==> src/rtl/nano_run_ctrl.sv <==
// rtl/nano_run_ctrl.sv - memory port owner and load/run/dump sequencer for NanoCPU
module nano_run_ctrl #(
    parameter int RUN_LIMIT = 1000,
    parameter int DUMP_LEN  = 256
) (
    input  logic        ck,
    input  logic        rst,
    input  logic        load_start,
    input  logic        run_start,
    input  logic        dump_start,
    input  logic        run_stop,
    input  logic        ld_valid,
    input  logic        ld_last,
    input  logic [15:0] ld_data,
    output logic        ld_ready,
    output logic        dp_valid,
    input  logic        dp_ready,
    output logic [15:0] dp_data,
    output logic        cpu_rst,
    input  logic [7:0]  cpu_address,
    input  logic [15:0] cpu_dataW,
    input  logic        cpu_ce,
    input  logic        cpu_we,
    output logic [15:0] cpu_dataR,
    output logic [7:0]  mem_address,
    output logic [15:0] mem_dataW,
    output logic        mem_ce,
    output logic        mem_we,
    input  logic [15:0] mem_dataR,
    output logic        busy,
    output logic [15:0] run_cycles
);
    typedef enum logic [1:0] {IDLE, LOAD, RUN, DUMP} state_t;

    localparam logic [7:0] DUMP_LAST = 8'(DUMP_LEN - 1);
    localparam int         RUN_LAST  = RUN_LIMIT - 1;

    state_t     state;
    logic [7:0] ptr;
    logic       run_done;

    // A limit of zero means the run only ends on run_stop.
    assign run_done = (RUN_LIMIT != 0) && (32'(run_cycles) == 32'(RUN_LAST));

    always_ff @(posedge ck or posedge rst) begin
        if (rst) begin
            state      <= IDLE;
            ptr        <= 8'd0;
            run_cycles <= 16'd0;
            cpu_rst    <= 1'b1;
            ld_ready   <= 1'b0;
            dp_valid   <= 1'b0;
            busy       <= 1'b0;
        end else begin
            case (state)
                IDLE: begin
                    if (load_start) begin
                        state    <= LOAD;
                        ptr      <= 8'd0;
                        ld_ready <= 1'b1;
                        busy     <= 1'b1;
                    end else if (dump_start) begin
                        state    <= DUMP;
                        ptr      <= 8'd0;
                        dp_valid <= 1'b1;
                        busy     <= 1'b1;
                    end else if (run_start) begin
                        state      <= RUN;
                        run_cycles <= 16'd0;
                        cpu_rst    <= 1'b0;
                        busy       <= 1'b1;
                    end
                end
                LOAD: begin
                    if (ld_valid) begin
                        ptr <= ptr + 8'd1;
                        if (ld_last || ptr == 8'hFF) begin
                            state    <= IDLE;
                            ptr      <= 8'd0;
                            ld_ready <= 1'b0;
                            busy     <= 1'b0;
                        end
                    end
                end
                RUN: begin
                    if (run_cycles != 16'hFFFF) begin
                        run_cycles <= run_cycles + 16'd1;
                    end
                    if (run_stop || run_done) begin
                        state   <= IDLE;
                        cpu_rst <= 1'b1;
                        busy    <= 1'b0;
                    end
                end
                DUMP: begin
                    if (dp_ready) begin
                        ptr <= ptr + 8'd1;
                        if (ptr == DUMP_LAST) begin
                            state    <= IDLE;
                            ptr      <= 8'd0;
                            dp_valid <= 1'b0;
                            busy     <= 1'b0;
                        end
                    end
                end
                default: state <= IDLE;
            endcase
        end
    end

    // Port mux: the CPU only reaches memory while RUN; its last-cycle write still lands.
    always_comb begin
        mem_address = ptr;
        mem_dataW   = ld_data;
        mem_ce      = 1'b0;
        mem_we      = 1'b0;
        case (state)
            LOAD: begin
                mem_ce = ld_valid;
                mem_we = ld_valid;
            end
            RUN: begin
                mem_address = cpu_address;
                mem_dataW   = cpu_dataW;
                mem_ce      = cpu_ce;
                mem_we      = cpu_we;
            end
            DUMP:    mem_ce = 1'b1;
            default: ;
        endcase
    end

    assign dp_data   = mem_dataR;
    assign cpu_dataR = mem_dataR;
endmodule
==> config.mk <==
export PLATFORM = sky130hd
export DESIGN_NAME = nano_run_ctrl
export DESIGN_NICKNAME = d
export VERILOG_FILES = /design/src/rtl/nano_run_ctrl.sv
export SDC_FILE = /design/constraint.sdc
export NUM_CORES = 1
export LEC_CHECK = 0
export CAP_MARGIN = 40
export CORE_ASPECT_RATIO = 0.8
export CORE_MARGIN = 5
export CORE_UTILIZATION = 38
export DETAILED_ROUTE_END_ITERATION = 10
export PLACE_DENSITY = 0.88
export SLEW_MARGIN = 20
export SYNTH_ARGS = -nofsm -noshare
export SYNTH_HDL_FRONTEND = slang
export SYNTH_SLANG_ARGS = --single-unit
==> constraint.sdc <==
create_clock -name ck -period 2.2 [get_ports ck]
set_input_delay 0.22 -clock ck [delete_from_list [all_inputs] [get_ports ck]]
set_output_delay 0.22 -clock ck [all_outputs]
set_load 0.02 [all_outputs]
==> impl_metrics.py, run 1 <==
metrics = {
    "status": {
        "status": "finished, final reports clean",
    },
    "floorplan": {
        "initial_core_util_pct": 39.58,
        "die_y_um": 80.75,
        "io_pins": 145,
        "core-area_sq_mm": 0.006006,
        "rows": 25,
        "dieArea_sq_mm": 0.007948,
        "die_w_um": 98.43,
    },
    "sta": {
        "period_needed_ns": 2.078,
        "fmax_ghz": 0.4812,
        "tns_ns": 0,
        "relSlewSlack_pct": 70.86,
        "setup_viol": 0,
        "fin_skew_ns": 0.003881,
        "max_slew.worst_pin.slew_ns": 0.4286,
        "slew_violations": 0,
        "setup_slack_ns": 0.1219,
        "period_share_pct": 94.46,
        "rsz0062_at_grt": "false",
        "finalHoldViolations": 0,
    },
    "synthesis": {
        "synth_area_leaders": "dfrtp_1, mux2_2, buf_4",
        "syn_nets": 336,
        "yosysMostFrequentCell": "buf_4",
        "syn_avg_cell_area_sq_um": 9.039,
        "syn_area_sq_mm": 0.002377,
        "synth_cells": 263,
        "synth_top_cell_by_area": "dfrtp_1",
        "synth_top_area_share_pct": 30.53,
        "synth_commonest_cells": "buf_4, dfrtp_1, mux2_2",
        "ys_seq_elements": 30,
        "synth_edf_count": 0,
        "ys_types": 52,
        "yosysWarningCount": 0,
        "synth_flop_cell": "dfrtp_1",
        "async_flop_share_pct": 100.0,
        "synth_seq_area_share_pct": 31.63,
    },
    "drt": {
        "drt-wirelength-per-cell_um": 15.85,
        "antenna_left": 0,
        "wirelength_um": 6750,
        "viasPerCell": 5.448,
        "drt_iter0_markers": 217,
        "drc": 0,
        "firstDrtPassIters": 4,
        "routed-via-count": 2321,
    },
    "cts": {
        "cts_made_buffers": 5,
        "clk_path_buf_depth": 2,
        "clk_pin_slew_ns": 0.07,
        "cts_sinks": 30,
        "root_buffer": "clkbuf_8",
        "ctsHoldBuffers": 0,
        "htreeDepth": 2,
        "tritoncts": "built",
        "clk_latency_ns": 0.29,
    },
    "layout": {
        "drive_above_1_share_pct": 19.13,
        "antennaDiodeCount": 0,
        "area_growth_pct": 42.53,
        "final_cells": 426,
        "final_util_pct": 56.42,
        "fin_nets": 417,
    },
    "power": {
        "leakagePower_nw": 1.406,
        "ir_drop_mv": 0.5591,
        "combinationalPowerShare_pct": 60.6,
        "intPower_mw": 1.715,
        "power_density_mw_per_mm2": 857.8,
        "clockPowerShare_pct": 14.9,
        "swShare_pct": 40.98,
        "switching_power_mw": 1.191,
        "finalPower_mw": 2.907,
        "seqPwrFrac_pct": 24.6,
    },
    "critical_path": {
        "path_class": "flop to primary output",
        "rrSetupSlack_ns": 0.15,
        "cp-start-kind": "flop",
        "critical_path.max_fanout": 10,
        "cp-end-kind": "primary output",
        "arrival_ns": 1.86,
        "crit_required_ns": 1.98,
    },
    "global_route": {
        "grt_pass1_vias": 2353,
        "grt_pass1_wl_um": 11040,
        "gr-total-overflow": 0,
        "track_usage_pct": 17.06,
        "antenna_found_initial": 0,
        "grt_max_degree": 33,
    },
    "place": {
        "dp_cells": 417,
        "hpwlAfterDp_um": 5191,
        "pre_cts_slack_ns": 0.1058,
        "finalWeightedCongestion": 0.9483,
        "numPortBuffers": 96,
    },
    "hold_path": {
        "hold_class": "primary input to asynchronous set/reset pin",
    },
    "job": {
        "max_cap_violations": 0,
    },
}
power by group through the flow:
stage / sequential (mW) / combinational [mW] / clock, mW
2_1_floorplan: 0.792 / 1.06 / 0
3_3_place_gp: 0.711 / 1.73 / 0
3_5_place_dp: 0.718 / 1.78 / 0
4_1_cts: 0.710 / 1.70 / 0.444
5_1_grt: 0.731 / 1.91 / 0.462
6_report: 0.714 / 1.76 / 0.432
metrics by stage:
step	hold WS, ns	instance area (sq um)
6_report	0.3216	3388
5_1_grt	0.3657	3388
4_1_cts	0.3359	3342
3_5_place_dp	0.4402	3294
3_3_place_gp	0.4402	3294
2_1_floorplan	0.3101	2377
path summary, 6_finish.rpt:
kind                              startpoint            end  depth (start not counted)
worst max-delay path                state[0]   mem_dataW[4]                          5
worst min-delay path                     rst  run_cycles[2]                          3
worst max register to register      state[1]       state[1]                          6
worst min register to register      dp_valid       dp_valid                          2
max in group asynchronous                rst        cpu_rst                          3
min in group ck                 mem_dataR[6]     dp_data[6]                          0
logic make-up after synthesis:
logic type | share of synthesized area (%)
adders and majority gates | 3.158
DFF | 31.63
AOI/OAI and AO/OA | 17.74
buffers and inverters | 12.79
muxes | 14.79
and+or+nand+nor | 19.90
layer usage:
| layer | routed length, um | GRT usage (%) |
|---|---|---|
| met1 | 2872 | 21.71 |
| met2 | 2999 | 26.92 |
| met3 | 781 | 5.923 |
| met4 | 95 | 6.412 |
| met5 | 0 | 0 |
cell type report:
| class | instances | area (sq um) |
|---|---|---|
| inverter | 9 | 33.78 |
| tap | 81 | 101.3 |
| timing repair buffer | 112 | 1079 |
| multi-input combinational | 186 | 1343 |
| clock buffer | 8 | 80.08 |
| sequential | 30 | 752.0 |
| fill | 553 | 2618 |
critical path, cell delays in order, from the launching register on:
cell           delay, ns
dfrtp_1             0.41
inv_2               0.11
ha_4                0.18
buf_4               0.19
mux2_2              0.35
dlygate4sd2_1       0.32
cells in the final DEF (no fill, tap or decap), types with 8 or more instances in the layout:
cell,netlist,final
clkdlybuf4s50_1,0,70
dfrtp_1,29,29
dlygate4sd2_1,0,26
mux2_2,25,25
nand2_1,21,21
o21ai_0,21,21
nor2_1,17,17
buf_4,32,14
a21oi_1,11,11
nand3_1,10,10
inv_1,9,8
repair_timing:
item	4_1_cts	5_1_grt
buffers inserted	0	0
gates cloned	0	1
gates resized for setup	26	6
setup endpoints to repair	26	28
sequential cells by signal, indices dropped and copies added (netlist names):
| register | cells |
|---|---|
| ptr | 8 |
| run_cycles | 16 |
| ld_ready | 1 |
| state | 2 |
| cpu_rst | 1 |
| dp_valid | 1 |
| busy | 1 |
Note: power is estimated with default switching activity, not from simulation.
==> inputs of run 2 (changes only) <==
- ABC_CLOCK_PERIOD_IN_PS: not set -> 2200
- SETUP_SLACK_MARGIN: not set -> 0.2
==> impl_metrics.py, run 2 (synthesis gave the netlist of run 1 again) <==
metrics = {
    "layout": {
        "final_util_pct": 58.13,
        "ff_latch_area_sq_um": 755.7,
        "antennaDiodeCount": 0,
        "fin_nets": 423,
        "largest_reg_flops": 16,
        "layout_common_cells": "clkdlybuf4s50_1, dfrtp_1, mux2_2, nand2_1, o21ai_0",
        "mostFrequentLayoutCell": "clkdlybuf4s50_1",
        "multiInputGateArea_sq_mm": 0.001403,
        "regMostFlops": "run_cycles",
        "drive_above_1_share_pct": 30.48,
        "area_growth_pct": 46.84,
        "fillers": 538,
        "reg.largest.list": "run_cycles x16, ptr x8, state x2",
    },
    "global_route": {
        "grt_pass1_wl_um": 11870,
        "antenna_found_initial": 0,
        "grt_pass1_vias": 2434,
        "gr-total-overflow": 0,
        "track_usage_pct": 18.25,
        "top_usage_layer": "met2",
        "grt_max_degree": 31,
        "met1_usage_pct": 22.60,
        "use_met2_pct": 30.43,
        "grt_use_met3_pct": 6.524,
    },
    "drt": {
        "antenna_left": 0,
        "drt-wirelength-per-cell_um": 17.21,
        "routed-via-count": 2401,
        "drc": 0,
        "firstDrtPassIters": 5,
        "wirelength_um": 7435,
        "drt_iter0_markers": 176,
        "viasPerCell": 5.558,
    },
    "hold_path": {
        "hold_class": "primary input to asynchronous set/reset pin",
    },
    "critical_path": {
        "cp_cell_sequence": "inv_2 -> ha_4 -> buf_12 -> clkbuf_16 -> mux2_2 -> buf_2",
        "arrival_ns": 1.80,
        "critical_path.max_fanout": 6,
        "slowest_stage": "dfrtp_1",
        "crit_required_ns": 1.98,
        "r2r_cells": 5,
        "cp-end-kind": "primary output",
        "slowest_delay_ns": 0.42,
        "path_class": "flop to primary output",
        "cp-start-kind": "flop",
    },
    "cts": {
        "tritoncts": "built",
        "htreeDepth": 2,
        "clk_path_buf_depth": 2,
        "ctsHoldBuffers": 0,
        "clk_latency_ns": 0.28,
        "clk_pin_slew_ns": 0.06,
        "cts_made_buffers": 5,
        "cts_sinks": 30,
        "root_buffer": "clkbuf_8",
    },
    "sta": {
        "max_slew.worst_pin.slew_ns": 0.5485,
        "tns_ns": 0,
        "period_share_pct": 91.68,
        "setup_viol": 0,
        "relSlewSlack_pct": 63.36,
        "period_needed_ns": 2.017,
        "fin_skew_ns": 0.004141,
        "fmax_ghz": 0.4958,
        "slew_violations": 0,
        "rsz0062_at_grt": "true",
        "finalHoldViolations": 0,
    },
    "floorplan": {
        "dieArea_sq_mm": 0.007948,
        "initial_core_util_pct": 39.58,
        "die_w_um": 98.43,
        "io_pins": 145,
        "die_y_um": 80.75,
        "core-area_sq_mm": 0.006006,
        "rows": 25,
    },
    "status": {
        "status": "finished, final reports clean",
    },
    "place": {
        "finalWeightedCongestion": 0.9934,
        "numPortBuffers": 96,
        "hpwlAfterDp_um": 5489,
    },
    "power": {
        "power_density_mw_per_mm2": 913.9,
        "leakagePower_nw": 1.435,
        "ir_drop_mv": 0.5419,
    },
    "job": {
        "max_cap_violations": 0,
    },
}
==> run 2: cell count changes in the layout (fill, tap and decap cells not counted), sizes merged <==
cell,previous run,this run
dlygate4sd2,26,0
clkbuf,9,26
buf,15,25
clkdlybuf4s15,0,3
bufbuf,0,1
clkinv,0,1
==> run 2: where the power goes <==
part | internal (mW) | switching, mW
Sequential | 0.646 | 0.0737
Clock | 0.252 | 0.211
Combinational | 1.02 | 0.983
==> run 2: path summary, 6_finish.rpt <==
path,slack (ns),startpoint,endpoint
max in group asynchronous,1.56,rst,cpu_rst
setup reg to reg,0.19,run_cycles[15],state[1]
setup / recovery,0.18,state[0],mem_dataW[0]
min in group ck,0.44,mem_dataR[6],cpu_dataR[6]
hold / removal,0.32,rst,ptr[3]
hold reg to reg,0.51,dp_valid,dp_valid
==> run 2: timing repair <==
item	4_1_cts	5_1_grt
buffers inserted	1	4
gates resized for setup	67	37
cloned	1	2
pin swaps	0	2
setup endpoints to repair	38	44
==> run 2: layout make-up <==
cell class / count / area share (%)
Clock inverter: 1 / 0.1434
Timing Repair Buffer: 118 / 31.68
Clock buffer: 7 / 2.473
Sequential cell: 30 / 21.65
Tap cell: 81 / 2.903
Inverter: 9 / 0.9677
Multi-Input combinational cell: 186 / 40.18
==> run 2: worst max-delay path, delay by kind of cell (launching register included) <==
family | cells | cell delay [ns]
flip-flops | 1 | 0.42
adder cells (fa/ha/maj) | 1 | 0.23
multiplexers | 1 | 0.32
buffers and inverters | 4 | 0.54
==> run 2: per-stage QoR <==
stage                     area (sq um)  std cells  setup WS (ns)  power (mW)  hold slack, ns
after CTS                         3466        426         0.1434       3.038          0.3346
after global placement            3288        416         0.1694       2.445          0.4402
after floorplan                   2379        263         0.2139       1.855          0.3100
final                             3491        432         0.1829       3.190          0.3189
after global routing              3491        432        0.09938       3.387          0.3944
after detailed placement          3288        416         0.1254       2.492          0.4402
==> run 2: routing by layer <==
| layer | part of all wire, % | wire (um) | vias to the layer above |
|---|---|---|---|
| li1 | - | - | 1112 |
| met1 | 40 | 2986 | 1118 |
| met2 | 47 | 3470 | 158 |
| met3 | 12 | 881 | 13 |
| met4 | 1.3 | 96 | 0 |
| met5 | 0 | 0 | - |
==> inputs of run 3 (changes only) <==
- PLACE_DENSITY: 0.88 -> 0.8
==> impl_metrics.py, run 3 (synthesis gave the netlist of run 1 again) <==
metrics = {
    "sta": {
        "period_needed_ns": 2.017,
        "fin_skew_ns": 0.007367,
        "max_slew.worst_pin.slew_ns": 0.4064,
        "setup_viol": 0,
        "rsz0062_at_grt": "true",
        "period_share_pct": 91.67,
        "fmax_ghz": 0.4958,
        "slew_violations": 0,
        "tns_ns": 0,
        "relSlewSlack_pct": 72.80,
        "finalHoldViolations": 0,
    },
    "floorplan": {
        "die_w_um": 98.43,
        "io_pins": 145,
        "initial_core_util_pct": 39.58,
        "die_y_um": 80.75,
        "rows": 25,
        "dieArea_sq_mm": 0.007948,
        "core-area_sq_mm": 0.006006,
    },
    "global_route": {
        "grt_pass1_wl_um": 11620,
        "gr-total-overflow": 0,
        "track_usage_pct": 18.06,
        "grt_pass1_vias": 2328,
        "grt_max_degree": 31,
        "antenna_found_initial": 0,
    },
    "drt": {
        "firstDrtPassIters": 4,
        "wirelength_um": 7445,
        "drt_iter0_markers": 150,
        "viasPerCell": 5.548,
        "routed-via-count": 2391,
        "drt-wirelength-per-cell_um": 17.27,
        "antenna_left": 0,
        "drc": 0,
    },
    "layout": {
        "largest_reg_flops": 16,
        "multiInputGateArea_sq_mm": 0.001396,
        "regMostFlops": "run_cycles",
        "antennaDiodeCount": 0,
        "fin_nets": 422,
        "mostFrequentLayoutCell": "clkdlybuf4s50_1",
        "fillers": 548,
        "final_cells": 431,
        "layout_common_cells": "clkdlybuf4s50_1, dfrtp_1, mux2_2, buf_2, nand2_1",
        "drive_above_1_share_pct": 31.43,
        "ff_latch_area_sq_um": 754.5,
        "area_growth_pct": 45.58,
        "reg.largest.list": "run_cycles x16, ptr x8, state x2",
    },
    "cts": {
        "htreeDepth": 2,
        "ctsHoldBuffers": 0,
        "cts_made_buffers": 5,
        "clk_latency_ns": 0.29,
        "root_buffer": "clkbuf_8",
        "cts_sinks": 30,
        "clk_pin_slew_ns": 0.07,
        "tritoncts": "built",
        "clk_path_buf_depth": 2,
    },
    "critical_path": {
        "crit_end": "ptr[5]",
        "reg2reg_to": "ptr[5]",
        "crit_required_ns": 2.44,
        "cp-start-kind": "flop",
        "path_class": "flop to flop",
        "r2r_start": "state[0]",
        "r2r_cells": 7,
        "cp-startpoint": "state[0]",
        "cp-end-kind": "flop",
        "rrSetupSlack_ns": 0.18,
        "critical_path.max_fanout": 5,
        "arrival_ns": 2.25,
    },
    "place": {
        "finalWeightedCongestion": 0.8844,
        "numPortBuffers": 96,
        "dp_cells": 416,
        "hpwlAfterDp_um": 5330,
    },
    "status": {
        "status": "finished, final reports clean",
    },
    "power": {
        "power_density_mw_per_mm2": 904.0,
        "ir_drop_mv": 0.5963,
        "leakagePower_nw": 1.429,
    },
    "job": {
        "max_cap_violations": 0,
    },
    "hold_path": {
        "hold_class": "primary input to asynchronous set/reset pin",
    },
}
==> run 3: changes by cell type in the layout (fill, tap and decap cells not counted), sizes merged <==
cell           delta
clkbuf           -15
clkinvlp          +1
buf              +15
clkdlybuf4s15     -2
==> run 3: worst max-delay path, stage by stage (launching register included) <==
cell,delay (ns)
dfrtp_1,0.40
inv_2,0.08
ha_2,0.22
or3b_2,0.22
nand4_1,0.20
or4_4,0.57
a21oi_2,0.17
a21o_1,0.10
==> run 3: where the power goes <==
group | switching [mW] | internal, mW
logic | 0.966 | 0.958
registers | 0.0748 | 0.646
clock network | 0.232 | 0.251
total | 1.27 | 1.86
==> run 3: routing by layer <==
layer	global-route usage (%)	up-vias	routed length, um
li1	-	1109	-
met1	23.39	1164	3114
met2	29.35	106	3635
met3	5.236	12	586
met4	5.730	0	108
met5	0	-	0
==> run 3: area by class of cell <==
cell class / instances / share of cell area, %
sequential: 30 / 21.80
clock inverter: 2 / 0.3615
timing repair buffer: 117 / 31.20
tap: 81 / 2.928
inverter: 9 / 0.9761
multi-input combinational: 186 / 40.35
clock buffer: 6 / 2.386
==> run 3: worst min-delay path by stage <==
stage	from	to	slack (ns)
after CTS	rst	ptr[4]	0.33
after floorplan	rst	busy	0.31
after global placement	mem_dataR[2]	cpu_dataR[2]	0.44
after global routing	rst	ptr[4]	0.38
final	rst	ptr[4]	0.31
after detailed placement	mem_dataR[2]	cpu_dataR[2]	0.44
==> run 3: timing repair <==
action	CTS	global route
pin swaps	2	2
setup buffers	3	1
resized for setup	80	40
hold endpoints to repair	0	0
cloned	1	2
endpoints found under the setup margin	34	46
==> run 3: stage by stage <==
stage | instance area (sq um) | util (%) | setup WS [ns] | total power, mW | hold slack [ns]
after global routing | 3461 | 57.63 | 0.1283 | 3.315 | 0.3793
final | 3461 | 57.63 | 0.1832 | 3.128 | 0.3128
after floorplan | 2379 | - | 0.2139 | 1.855 | 0.3100
after detailed placement | 3291 | 54.79 | 0.07477 | 2.475 | 0.4402
after global placement | 3291 | 54.79 | 0.1510 | 2.444 | 0.4402
after CTS | 3505 | 58.35 | 0.1453 | 3.074 | 0.3336
